### src/rtl/stream_rr_arbiter_pkg.sv
// Shared types and helpers for the round-robin stream arbiter.
// Holds the arbiter state encoding and the source-index width function.
package stream_rr_arbiter_pkg;

  typedef enum logic [0:0] {
    StIdle   = 1'b0,
    StLocked = 1'b1
  } arb_state_e;

  // A single requester still needs a 1-bit index field.
  function automatic int unsigned id_width(input int unsigned n);
    if (n <= 1) begin
      return 1;
    end
    return unsigned'($clog2(n));
  endfunction

endpackage

### src/rtl/stream_rr_arbiter_if.sv
// Requester-side and downstream-side valid/ready signals of the stream arbiter.
// The arbiter takes the slave modport; the environment driving it takes master.
interface stream_rr_arbiter_if #(
  parameter int unsigned NUM_IN     = 4,
  parameter int unsigned DATA_WIDTH = 32
);

  localparam int unsigned ID_WIDTH = stream_rr_arbiter_pkg::id_width(NUM_IN);

  logic [NUM_IN*DATA_WIDTH-1:0] data_in;
  logic [NUM_IN-1:0]            data_in_last;
  logic [NUM_IN-1:0]            data_in_valid;
  logic [NUM_IN-1:0]            data_in_ready;
  logic [DATA_WIDTH-1:0]        data_out;
  logic                         data_out_last;
  logic [ID_WIDTH-1:0]          data_out_id;
  logic                         data_out_valid;
  logic                         data_out_ready;

  modport slave (
    input  data_in,
    input  data_in_last,
    input  data_in_valid,
    output data_in_ready,
    output data_out,
    output data_out_last,
    output data_out_id,
    output data_out_valid,
    input  data_out_ready
  );

  modport master (
    output data_in,
    output data_in_last,
    output data_in_valid,
    input  data_in_ready,
    input  data_out,
    input  data_out_last,
    input  data_out_id,
    input  data_out_valid,
    output data_out_ready
  );

endinterface

### src/rtl/stream_rr_arbiter_rr_priority_picker.sv
// Combinational round-robin picker: first set request strictly after the pointer, with wrap.
// The request vector is doubled and rotated so a plain find-first does the search.
module rr_priority_picker #(
  parameter int unsigned NUM_IN   = 4,
  parameter int unsigned ID_WIDTH = 2
) (
  input  logic [NUM_IN-1:0]   i_req,
  input  logic [ID_WIDTH-1:0] i_ptr,
  output logic [ID_WIDTH-1:0] o_grant,
  output logic                o_grant_valid
);

  logic [2*NUM_IN-1:0] w_dbl;
  logic [NUM_IN-1:0]   w_rot;
  int unsigned         w_start;
  int unsigned         w_sum;

  always_comb begin
    w_dbl         = {i_req, i_req};
    w_start       = 32'(i_ptr) + 32'd1;
    w_rot         = NUM_IN'(w_dbl >> w_start);
    w_sum         = 0;
    o_grant       = '0;
    o_grant_valid = 1'b0;
    // Descending scan so the lowest rotated position is the one that sticks.
    for (int k = int'(NUM_IN) - 1; k >= 0; k--) begin
      if (w_rot[k]) begin
        w_sum = w_start + unsigned'(k);
        if (w_sum >= NUM_IN) begin
          w_sum = w_sum - NUM_IN;
        end
        o_grant       = ID_WIDTH'(w_sum);
        o_grant_valid = 1'b1;
      end
    end
  end

endmodule

### src/rtl/stream_rr_arbiter.sv
// Round-robin arbiter sharing one registered valid/ready output slot among NUM_IN streams,
// optionally holding the grant for a whole packet until the beat carrying last.
module stream_rr_arbiter
  import stream_rr_arbiter_pkg::*;
#(
  parameter int unsigned NUM_IN       = 4,
  parameter int unsigned DATA_WIDTH   = 32,
  parameter bit          LOCK_ON_LAST = 1'b1
) (
  input  logic                clk,
  input  logic                rst,
  stream_rr_arbiter_if.slave  arb
);

  localparam int unsigned ID_WIDTH = id_width(NUM_IN);

  arb_state_e            r_state;
  logic [ID_WIDTH-1:0]   r_ptr;
  logic [ID_WIDTH-1:0]   r_lock_id;
  logic [DATA_WIDTH-1:0] r_data;
  logic                  r_last;
  logic [ID_WIDTH-1:0]   r_id;
  logic                  r_valid;

  logic                  w_slot_free;
  logic [ID_WIDTH-1:0]   w_rr_grant;
  logic                  w_rr_valid;
  logic [ID_WIDTH-1:0]   w_grant;
  logic                  w_grant_valid;
  logic [NUM_IN-1:0]     w_ready;
  logic [DATA_WIDTH-1:0] w_sel_data;
  logic                  w_sel_last;
  logic                  w_xfer;
  logic                  w_end;

  rr_priority_picker #(
    .NUM_IN   (NUM_IN),
    .ID_WIDTH (ID_WIDTH)
  ) u_picker (
    .i_req         (arb.data_in_valid),
    .i_ptr         (r_ptr),
    .o_grant       (w_rr_grant),
    .o_grant_valid (w_rr_valid)
  );

  assign w_slot_free   = !r_valid || arb.data_out_ready;
  assign w_grant       = (r_state == StLocked) ? r_lock_id : w_rr_grant;
  assign w_grant_valid = (r_state == StLocked) ? 1'b1 : w_rr_valid;

  always_comb begin
    w_sel_data = '0;
    w_sel_last = 1'b0;
    w_ready    = '0;
    for (int i = 0; i < int'(NUM_IN); i++) begin
      if (w_grant == ID_WIDTH'(i)) begin
        w_sel_data = arb.data_in[i*DATA_WIDTH +: DATA_WIDTH];
        w_sel_last = arb.data_in_last[i];
        w_ready[i] = w_slot_free && w_grant_valid;
      end
    end
  end

  assign w_xfer = |(w_ready & arb.data_in_valid);
  // Without packet locking every beat closes its grant.
  assign w_end  = LOCK_ON_LAST ? w_sel_last : 1'b1;

  always_ff @(posedge clk) begin
    if (rst) begin
      r_state   <= StIdle;
      r_ptr     <= ID_WIDTH'(NUM_IN - 1);
      r_lock_id <= '0;
      r_data    <= '0;
      r_last    <= 1'b0;
      r_id      <= '0;
      r_valid   <= 1'b0;
    end else begin
      if (w_slot_free) begin
        r_valid <= w_xfer;
        if (w_xfer) begin
          r_data <= w_sel_data;
          r_last <= w_sel_last;
          r_id   <= w_grant;
        end
      end
      if (w_xfer) begin
        if (w_end) begin
          r_ptr <= w_grant;
        end
        if (LOCK_ON_LAST) begin
          unique case (r_state)
            StIdle: begin
              if (!w_sel_last) begin
                r_state   <= StLocked;
                r_lock_id <= w_grant;
              end
            end
            StLocked: begin
              if (w_sel_last) begin
                r_state <= StIdle;
              end
            end
          endcase
        end
      end
    end
  end

  assign arb.data_in_ready  = w_ready;
  assign arb.data_out       = r_data;
  assign arb.data_out_last  = r_last;
  assign arb.data_out_id    = r_id;
  assign arb.data_out_valid = r_valid;

endmodule

### src/flat_wrapper.sv
// flat-port wrapper written by rule: the top's interface ports become plain ports
module stream_rr_arbiter_flat import stream_rr_arbiter_pkg::*;
#(
  parameter int unsigned NUM_IN       = 4,
  parameter int unsigned DATA_WIDTH   = 32,
  parameter bit          LOCK_ON_LAST = 1'b1
)
  (clk, rst, arb_data_in, arb_data_in_last, arb_data_in_valid, arb_data_in_ready, arb_data_out, arb_data_out_last, arb_data_out_id, arb_data_out_valid, arb_data_out_ready);
  stream_rr_arbiter_if #(.NUM_IN(NUM_IN), .DATA_WIDTH(DATA_WIDTH)) arb_i ();
  input  logic clk;
  input  logic rst;
  input wire logic [$bits(arb_i.data_in)-1:0] arb_data_in;
  input wire logic [$bits(arb_i.data_in_last)-1:0] arb_data_in_last;
  input wire logic [$bits(arb_i.data_in_valid)-1:0] arb_data_in_valid;
  output wire logic [$bits(arb_i.data_in_ready)-1:0] arb_data_in_ready;
  output wire logic [$bits(arb_i.data_out)-1:0] arb_data_out;
  output wire logic [$bits(arb_i.data_out_last)-1:0] arb_data_out_last;
  output wire logic [$bits(arb_i.data_out_id)-1:0] arb_data_out_id;
  output wire logic [$bits(arb_i.data_out_valid)-1:0] arb_data_out_valid;
  input wire logic [$bits(arb_i.data_out_ready)-1:0] arb_data_out_ready;
  assign arb_i.data_in = arb_data_in;
  assign arb_i.data_in_last = arb_data_in_last;
  assign arb_i.data_in_valid = arb_data_in_valid;
  assign arb_data_in_ready = arb_i.data_in_ready;
  assign arb_data_out = arb_i.data_out;
  assign arb_data_out_last = arb_i.data_out_last;
  assign arb_data_out_id = arb_i.data_out_id;
  assign arb_data_out_valid = arb_i.data_out_valid;
  assign arb_i.data_out_ready = arb_data_out_ready;
  stream_rr_arbiter #(.NUM_IN(NUM_IN), .DATA_WIDTH(DATA_WIDTH), .LOCK_ON_LAST(LOCK_ON_LAST)) u_core (.clk(clk), .rst(rst), .arb(arb_i));
endmodule
### config.mk
export PLATFORM = sky130hd
export DESIGN_NAME = stream_rr_arbiter_flat
export DESIGN_NICKNAME = d
export VERILOG_FILES = /design/src/rtl/stream_rr_arbiter_pkg.sv /design/src/rtl/stream_rr_arbiter_if.sv /design/src/rtl/stream_rr_arbiter_rr_priority_picker.sv /design/src/rtl/stream_rr_arbiter.sv /design/src/flat_wrapper.sv
export SDC_FILE = /design/constraint.sdc
export NUM_CORES = 1
export LEC_CHECK = 0
export BUFFER_PORTS_ARGS = -buffer_cell sky130_fd_sc_hd__buf_2
export CORE_UTILIZATION = 32
export DETAILED_ROUTE_END_ITERATION = 8
export GPL_TIMING_DRIVEN = 1
export SYNTH_ARGS = -nofsm -noshare
export SYNTH_HDL_FRONTEND = slang
export SYNTH_SLANG_ARGS = --single-unit
### constraint.sdc
create_clock -name clk -period 3.17 [get_ports clk]
set_input_delay 0.634 -clock clk [delete_from_list [all_inputs] [get_ports clk]]
set_output_delay 0.634 -clock clk [all_outputs]
set_load 0.05 [all_outputs]
==> metrics.yaml <==
ant_nets: 0
ctsResizeCount: 0
syn_area_sq_um: 2855
syn_area_per_cell_sq_um: 9.240
nets: 617
ctsHtreeMaxLevel: 2
grt_start_max_net_pins: 44
crit_cells: 7
fin_cells: 587
ys_warn_count: 0
min_path_type: "reg2reg"
max-cap-violations: 0
intPower_mw: 2.050
gp_congestion: 0.8942
p_switching_mw: 2.110
finalSetupViolations: 0
grt_usage_pct: 14.96
cts_tree: "yes"
initial_utilization_pct: 32.90
hpwl_um: 5633
dieArea_sq_um: 9305
critPathBufInv: 2
place_inst: 579
drc: 0
p_comb_share_pct: 70.7
synth.yosys.seq_area_share_pct: 28.75
reg2regPathDepth: 8
first_pass_iters: 4
crit_fanout: 10
crit_path_frequent_cell: "buf_2"
grt-ovfl-total: 0
finalSetupTns_ns: 0
drt-initial-drc-count: 91
cp-start-kind: "input pin"
viasPerCell: 4.833
power_mw: 4.160
dieWidth_um: 96.46
grt_pass1_wl_um: 11120
io_pins: 179
syn_to_final_growth_pct: 38.08
synth_nets: 448
io_buffer_count: 178
clock_skew_ns: 0.004784
post_cts_buffers: 0
min_period_over_period_pct: 94.87
outcome: "complete, no violations"
r2r_end: "u_core.arb.data_out[17]"
ys_ff_latch: 41
avgRoutedWirePerCell_um: 12.17
insertedDiodeCount: 0
clockPowerShare_pct: 8.9
clkSinkCount: 41
maxSlewHeadroom_pct: 47.72
drive_gt1_share_pct: 42.17
die_y_um: 96.46
drv_slew: 0
netlist_instances: 309
rsz0062_at_grt: "no"
endpoint: "arb_data_in_ready[3]"
cts_buffer_depth: 2
cts_made_buffers: 5
path_clk_slew_ns: 0.07
drt_wl_total_um: 7145
cts_root_buffer: "clkbuf_8"
period_needed_ns: 3.007
min_from: "u_core.arb.data_out_last"
final_cell_mix: "178 x buf_2, 133 x mux2i_1, 48 x nor2_1"
worst_slack_ns: 0.1626
antenna_found_initial: 0
hold_viol: 0
fin_util_pct: 45.43
crit_type: "in2out"
cp-startpoint: "arb_data_in_valid[1]"
vias: 2837
final_common_cell: "buf_2"
synth_cell_types: 38
fmax_mhz: 332.5
core-area_sq_um: 8678
irDropWorstVdd_uv: 470.2
post-place-ws_ns: 0.1650
swShare_pct: 50.72
cp_top_family: "compound AO/OA/AOI/OAI gates"
rr_startpoint: "u_core.r_ptr[1]"
p_per_area_nw_per_um2: 1055
cp.required_ns: 2.54
rrSetupSlack_ns: 0.72
path_cells: "buf_2 -> nor3b_1 -> a311oi_1 -> a21oi_4 -> or2_2 -> nor2_2 -> buf_2"
arrival_ns: 2.37
clock_latency_ns: 0.28
rows: 34
crit_slowest_cell: "a311oi_1"
grt_pass1_vias: 2580
tightestPinTransition_ns: 0.7842
pwr-share-seq_pct: 20.3
critPathCaptureType: "output port"
postCtsHoldBufs: 0
slowest_delay_ns: 0.52
p_leak_nw: 2.318
-- power groups by stage --
stage | clock (mW) | combinational [mW] | sequential (mW)
CTS | 0.389 | 2.99 | 0.846
floorplan | 0 | 1.87 | 1.41
global route | 0.414 | 3.18 | 0.869
global placement | 0 | 2.95 | 0.848
detailed placement | 0 | 2.98 | 0.850
finish | 0.371 | 2.94 | 0.846
-- area by class of cell --
type | instances | area (sq um)
Clock inverter | 1 | 5.005
Clock buffer | 7 | 96.34
Sequential cell | 41 | 820.8
Timing Repair Buffer | 185 | 943.4
Multi-Input combinational cell | 241 | 1927
Inverter | 4 | 15.01
Fill cell | 888 | 4736
Tap cell | 108 | 135.1
-- worst reg2reg max path, stage by stage, from the launching register on --
cell      delay [ns]
dfxtp_1         0.50
mux2i_1         0.26
o221ai_1        0.23
o211ai_1        0.29
nor2_1          0.11
a211oi_4        0.23
buf_4           0.37
mux2i_1         0.26
nor2_1          0.06
-- per-layer routing --
layer	part of all wire [%]	wire length (um)	global-route usage (%)
met2	52	3693	28.58
met4	0.77	55	3.554
met3	6.6	470	3.756
met5	0	0	0
met1	41	2925	16.34
-- worst min path at each step --
stage / cells after the start / end
final: 2 / u_core.arb.data_out_last
after global routing: 2 / u_core.arb.data_out_last
after CTS: 2 / u_core.arb.data_out_last
after detailed placement: 2 / u_core.arb.data_out_last
after global placement: 2 / u_core.arb.data_out_last
after floorplan: 2 / u_core.r_lock_id[1]
-- sequential cells by signal (all words and copies together), names as in the netlist --
register / cells
u_core.arb.data_out: 32
u_core.arb.data_out_id: 2
u_core.arb.data_out_valid: 1
u_core.r_lock_id: 2
u_core.arb.data_out_last: 1
u_core.r_ptr: 2
u_core.r_state: 1
-- cells in the mapped netlist (all sizes together) --
master | instances | share of area [%]
a31oi | 4 | 0.88
and2 | 1 | 0.22
nand2 | 6 | 0.79
o211ai | 2 | 0.53
nor2 | 51 | 6.8
dfxtp | 41 | 29
nand3 | 1 | 0.18
a21bo | 1 | 0.35
or2 | 2 | 0.44
o41ai | 1 | 0.31
buf | 18 | 3.6
inv | 4 | 0.53
nand2b | 7 | 1.5
nor2b | 2 | 0.44
nor3b | 1 | 0.26
clkbuf | 5 | 0.66
nand4b | 1 | 0.31
a211oi | 2 | 0.70
o22ai | 2 | 0.66
a41o | 1 | 0.35
a311oi | 2 | 0.61
a21o | 1 | 0.26
o31ai | 3 | 0.79
a21oi | 8 | 1.5
o21ai | 4 | 0.70
a31o | 1 | 0.31
nand4 | 1 | 0.22
mux2i | 133 | 47
nor3 | 2 | 0.35
o221ai | 1 | 0.31
-- through the flow --
step / hold slack [ns] / area [sq um]
finish: 0.4783 / 3943
global route: 0.4889 / 3943
CTS: 0.4828 / 3943
detailed placement: 0.4715 / 3841
global placement: 0.4650 / 3841
floorplan: 0.4663 / 2865
-- cell families after synthesis --
| group | count (synthesis) | synth area share (%) |
|---|---|---|
| simple gates | 75 | 11.53 |
| compound gates | 33 | 8.282 |
| mux | 133 | 46.63 |
| buf+inv | 27 | 4.820 |
| flops | 41 | 28.75 |
Note: power is estimated with default switching activity, not from simulation.
